<file path="config.mk">
export PLATFORM = sky130hd
export DESIGN_NAME = regfile_wr_arbiter
export DESIGN_NICKNAME = d
export VERILOG_FILES = /design/src/rtl/regfile_wr_arbiter.sv
export SDC_FILE = /design/constraint.sdc
export NUM_CORES = 1
export LEC_CHECK = 0
export CAP_MARGIN = 30
export CORE_ASPECT_RATIO = 0.7
export CORE_MARGIN = 1
export CORE_UTILIZATION = 28
export DETAILED_ROUTE_END_ITERATION = 16
export PLACE_DENSITY = 0.66
export SETUP_SLACK_MARGIN = 0.15
export SLEW_MARGIN = 20
export SYNTH_ARGS = -nofsm -noshare
export SYNTH_HDL_FRONTEND = slang
export SYNTH_SLANG_ARGS = --single-unit
</file>
<file path="constraint.sdc">
create_clock -name iclk -period 2.3 [get_ports iclk]
set_input_delay 0.575 -clock iclk [delete_from_list [all_inputs] [get_ports iclk]]
set_output_delay 0.575 -clock iclk [all_outputs]
set_load 0.03 [all_outputs]
</file>
<file path="src/rtl/regfile_wr_arbiter.sv">
// Register-file write-port arbiter.
// Two requesters (0: pipeline writeback, 1: long-latency unit) share one
// register-file write port. Contention is resolved round-robin, and the write
// stage is registered with one cycle of latency. Writes to register 0 are
// accepted but never reach the register file.
//
// Optional feature: define RF_ARB_SCOREBOARD_EN to build the busy-register
// scoreboard (reserve on issue, clear on writeback, hazard lookup for two
// source operands). Without the macro obusy and ohazard are tied to 0 and the
// reserve/source inputs are ignored; arbitration is identical in both builds.
module regfile_wr_arbiter #(
    parameter int unsigned MP_DATA_WIDTH = 32,
    parameter int unsigned MP_ADDR_WIDTH = 5
) (
    input  logic                            iclk,
    input  logic                            irst,

    // Requester 0: pipeline writeback
    input  logic                            ivalid0,
    input  logic [MP_ADDR_WIDTH-1:0]        ia0,
    input  logic [MP_DATA_WIDTH-1:0]        iwdata0,
    output logic                            oready0,

    // Requester 1: long-latency unit
    input  logic                            ivalid1,
    input  logic [MP_ADDR_WIDTH-1:0]        ia1,
    input  logic [MP_DATA_WIDTH-1:0]        iwdata1,
    output logic                            oready1,

    // Register-file write port
    output logic                            owen3,
    output logic [MP_ADDR_WIDTH-1:0]        oa3,
    output logic [MP_DATA_WIDTH-1:0]        owdata3,

    // Scoreboard
    input  logic                            ireserve,
    input  logic [MP_ADDR_WIDTH-1:0]        ireserve_a,
    input  logic [MP_ADDR_WIDTH-1:0]        irs1,
    input  logic [MP_ADDR_WIDTH-1:0]        irs2,
    output logic                            ohazard,
    output logic [(2**MP_ADDR_WIDTH)-1:0]   obusy
);

    localparam int unsigned NumRegs = 2 ** MP_ADDR_WIDTH;

    // ------------------------------------------------------------------------
    // Arbitration
    // ------------------------------------------------------------------------

    // rlast_q holds the port granted on the most recent transfer; 1 after reset
    // so that port 0 wins the first contention.
    logic                     rlast_q;
    logic                     rlast_d;

    logic                     gnt0;
    logic                     gnt1;
    logic                     xfer;
    logic [MP_ADDR_WIDTH-1:0] xfer_a;
    logic [MP_DATA_WIDTH-1:0] xfer_data;

    // Round-robin grant: a lone requester always wins, under contention the
    // port that did not win the last transfer wins.
    always_comb begin
        gnt0      = ivalid0 & (~ivalid1 | rlast_q);
        gnt1      = ivalid1 & (~ivalid0 | ~rlast_q);
        xfer      = gnt0 | gnt1;
        xfer_a    = gnt1 ? ia1 : ia0;
        xfer_data = gnt1 ? iwdata1 : iwdata0;
    end

    assign oready0 = gnt0;
    assign oready1 = gnt1;

    // Last-grant pointer moves only when a transfer actually happens.
    always_comb begin
        rlast_d = rlast_q;
        if (gnt0) begin
            rlast_d = 1'b0;
        end else if (gnt1) begin
            rlast_d = 1'b1;
        end
    end

    // Last-grant register.
    always_ff @(posedge iclk or posedge irst) begin
        if (irst) begin
            rlast_q <= 1'b1;
        end else begin
            rlast_q <= rlast_d;
        end
    end

    // ------------------------------------------------------------------------
    // Registered write stage
    // ------------------------------------------------------------------------

    logic                     wen_q;
    logic                     wen_d;
    logic [MP_ADDR_WIDTH-1:0] wa_q;
    logic [MP_ADDR_WIDTH-1:0] wa_d;
    logic [MP_DATA_WIDTH-1:0] wdata_q;
    logic [MP_DATA_WIDTH-1:0] wdata_d;

    // A transfer to register 0 is consumed silently: no enable, and address
    // and data keep presenting the last real write.
    always_comb begin
        wen_d   = xfer && (xfer_a != '0);
        wa_d    = wa_q;
        wdata_d = wdata_q;
        if (wen_d) begin
            wa_d    = xfer_a;
            wdata_d = xfer_data;
        end
    end

    // Write-stage registers; reset discards a write not yet presented.
    always_ff @(posedge iclk or posedge irst) begin
        if (irst) begin
            wen_q   <= 1'b0;
            wa_q    <= '0;
            wdata_q <= '0;
        end else begin
            wen_q   <= wen_d;
            wa_q    <= wa_d;
            wdata_q <= wdata_d;
        end
    end

    assign owen3   = wen_q;
    assign oa3     = wa_q;
    assign owdata3 = wdata_q;

    // ------------------------------------------------------------------------
    // Busy-register scoreboard
    // ------------------------------------------------------------------------

`ifdef RF_ARB_SCOREBOARD_EN

    logic [NumRegs-1:0] busy_q;
    logic [NumRegs-1:0] busy_d;
    logic [NumRegs-1:0] set_mask;
    logic [NumRegs-1:0] clr_mask;

    // Clear on writeback, set on reserve; set is applied last so it wins a
    // same-cycle collision. Register 0 is never busy.
    always_comb begin
        set_mask = '0;
        clr_mask = '0;
        if (ireserve && (ireserve_a != '0)) begin
            set_mask[ireserve_a] = 1'b1;
        end
        if (xfer) begin
            clr_mask[xfer_a] = 1'b1;
        end
        busy_d    = (busy_q & ~clr_mask) | set_mask;
        busy_d[0] = 1'b0;
    end

    // Scoreboard bitmap.
    always_ff @(posedge iclk or posedge irst) begin
        if (irst) begin
            busy_q <= '0;
        end else begin
            busy_q <= busy_d;
        end
    end

    assign obusy   = busy_q;
    assign ohazard = busy_q[irs1] | busy_q[irs2];

`else

    // Scoreboard not built: inputs are deliberately left unused.
    logic unused_sb;
    assign unused_sb = ^{ireserve, ireserve_a, irs1, irs2};

    assign obusy   = '0;
    assign ohazard = 1'b0;

`endif

endmodule

</file>
==> results by group <==
Finish
  • Most frequent cells in the layout: clkdlybuf4s50_1, mux2_2, dfrtp_1
  • Commonest non-fill, non-tap cell in the layout: clkdlybuf4s50_1
  • Finished layout cell area: 0.00384 mm²
  • Area delta synth->final: 71.7%
  • Share of cells above drive strength 1: 33.2%
  • Final-stage net count: 415
  • Fillcell total: 680
  • Layout Cells excl Fill: 420
  • Number of diodes: 0

Logic synthesis
  • Largest family of logic cells by synthesized area: multiplexers
  • Top cell type's share of synthesized area: 42.5%
  • #FFs+latches synth: 39
  • Post-synthesis adder-cell area fraction: 0%
  • Async set-reset flop share out of synthesis: 100%
  • Post-synthesis mux area share: 35.9%
  • Avg Inst Size Synth: 12.6 µm²
  • Synth Warn #: 0
  • Sequential element share of the synthesized area: 43.6%
  • Cell Area, Synth: 0.00224 mm²
  • EDFF count, synth: 0
  • Post-synth cell types: 24
  • Yosys top cell by area: dfrtp_1
  • Synth Area in Compound Gates: 3.69%
  • Xor and xnor area share after synthesis: 0%
  • Simple-Gate Fraction of Synth Area: 2.63%
  • Ys flop type: dfrtp_1
  • Cells after synthesis: 178
  • Synth area leaders: dfrtp_1, mux2_2, buf_4

Floorplanning
  • Die width: 109 µm
  • Rows: 26
  • Top-Level Pins: 167
  • Die area: 0.00837 mm²
  • Die height: 76.8 µm
  • Initial Utilization: 29.8%
  • Core Region: 0.00751 mm²

Placed design
  • Placer Congestion: 0.706
  • DP Area: 0.00355 mm²
  • DP Cell Count: 404
  • Port Buffers: 117
  • Post-DP HPWL: 4.27 mm
  • Place WS: -295 ps

Run
  • Max_cap viols: 0

Drt
  • Via count: 1768
  • Routed wire length: 5.71 mm
  • Antenna viol nets, final: 0
  • Drt via density: 4.21
  • Initial DRC count: 30
  • WL/cell: 13.6 µm
  • DR pass1 iterations: 4
  • DRC viols: 0

Global route
  • Total track usage: 13.7%
  • Vias in the first global route: 1824
  • Grt total ovfl: 0
  • First-pass GRT wire length: 8.68 mm
  • Initial antenna violation count: 0
  • Largest net degree at the start of global routing: 24

Status
  • Outcome: finished, final reports clean

Timing
  • Worst hold slack: 502 ps
  • Fmax: 0.483 GHz
  • Minimum clock period: 2070 ps
  • Measured slew at the worst slew-check pin: 662 ps
  • Slew HR: 55.6%
  • Fin worst setup slack: 229 ps
  • Worst Skew: 5.48 ps
  • Setup TNS: 0 ps
  • Final Hold Viols: 0
  • RSZ-0062 raised after global routing: false
  • Pins Over Slew Limit: 0
  • Final setup vio count: 0
  • Fin crit share: 90.0%

Setup path
  • CP Capture Type: flip-flop
  • Critical-path maximum fanout: 10
  • Worst setup SP type: primary input
  • WS Path Type: primary input to flip-flop
  • Data arrival, critical path: 2230 ps
  • Critical path origin: ia1[2]
  • R2R Path Start: rlast_q
  • Worst endpoint required time: 2460 ps

Power and ir drop
  • P_leak: 1.63 nW
  • Worst ir drop on vdd: 340 µV
  • Pwr dens: 662 mW/mm²

Clock tree
  • CTS Buffer Depth: 2
  • Cts hold-fix bufs: 0
  • TritonCTS clock tree: done
  • H-Tree Depth: 2
  • Clk sinks: 39
  • Worst-Skew Late Latency: 280 ps
  • Clock root buffer: clkbuf_16
  • Clock transition at path regs: 60 ps
  • Num CTS Buffers: 5

Hold path
  • Hold crit path type: flip-flop to flip-flop
  • Hold_sp: owdata3[31]
-- per-stage QoR --
| step | power (W) | utilization (%) |
|---|---|---|
| 2_1_floorplan | 0.00136 | - |
| 3_3_place_gp | 0.00172 | 47.3 |
| 3_5_place_dp | 0.00173 | 47.3 |
| 4_1_cts | 0.00259 | 51.1 |
| 5_1_grt | 0.00268 | 51.2 |
| 6_report | 0.00254 | 51.2 |
-- cell usage after synthesis, types with 2 or more instances --
cell      count
mux2i_1       5
nor3b_1       2
inv_1         4
mux2_2       66
nand2_1       3
buf_6         3
dfrtp_1      38
nor3_1        2
o21ai_0       5
nor4_1        2
buf_4        33
clkbuf_1      3
-- per-layer routing --
layer,global-route usage (%),wire length (µm)
met2,20.6,2490
met3,7.91,796
met4,3.92,28
met1,16.5,2390
met5,0,0
-- sequential cells by signal, summed over array words and instances, names as in the netlist --
register  cells
rlast_q       1
owdata3      32
oa3           5
owen3         1
-- area by class of cell --
type / instances / area (µm²) / area share (%)
Clock inverter: 2 / 35.0 / 0.911
Tap cell: 98 / 123 / 3.19
Inverter: 4 / 15.0 / 0.390
Timing Repair Buffer: 144 / 1470 / 38.2
Clock buffer: 6 / 139 / 3.61
Sequential cell: 39 / 977 / 25.4
Multi-Input combinational cell: 127 / 1090 / 28.3
-- repair_timing --
item	in CTS	in global routing
setup endpoints to repair	33	1
resized for setup	6	1
cloned	2	0
pin swaps	2	0
buffers inserted	6	0
-- cell families after synthesis --
logic type,Yosys count
buffers and inverters,44
multiplexers,72
AND/OR/NAND/NOR,11
AO/OA/AOI/OAI,11
flip-flops,39
other,1
-- critical path, stage by stage --
cell and delay, ps:
clkdlybuf4s50_1 440, nor4_2 320, mux2_4 230, a21oi_4 60, buf_4 160, buf_16 140, mux2_1 300
-- report_power, final --
part | internal [W] | switching (W) | total [W] | leakage, nW
Clock | 0.000539 | 0.000258 | 0.000797 | 0.0868
Sequential | 0.000780 | 0.0000476 | 0.000828 | 0.453
Combinational | 0.000471 | 0.000449 | 0.000920 | 1.09
Total | 0.00179 | 0.000754 | 0.00254 | 1.63
-- worst paths after layout --
| check | end | slack (ps) | depth (start not counted) |
|---|---|---|---|
| min in group asynchronous | owdata3[9] | 620 | 2 |
| hold reg to reg | owdata3[31] | 500 | 1 |
| setup / recovery | owdata3[31] | 230 | 7 |
| setup reg to reg | owdata3[9] | 400 | 8 |
| max in group asynchronous | owdata3[16] | 1190 | 3 |
| hold / removal | owdata3[31] | 500 | 1 |
Power figures use the tool's default switching activity.
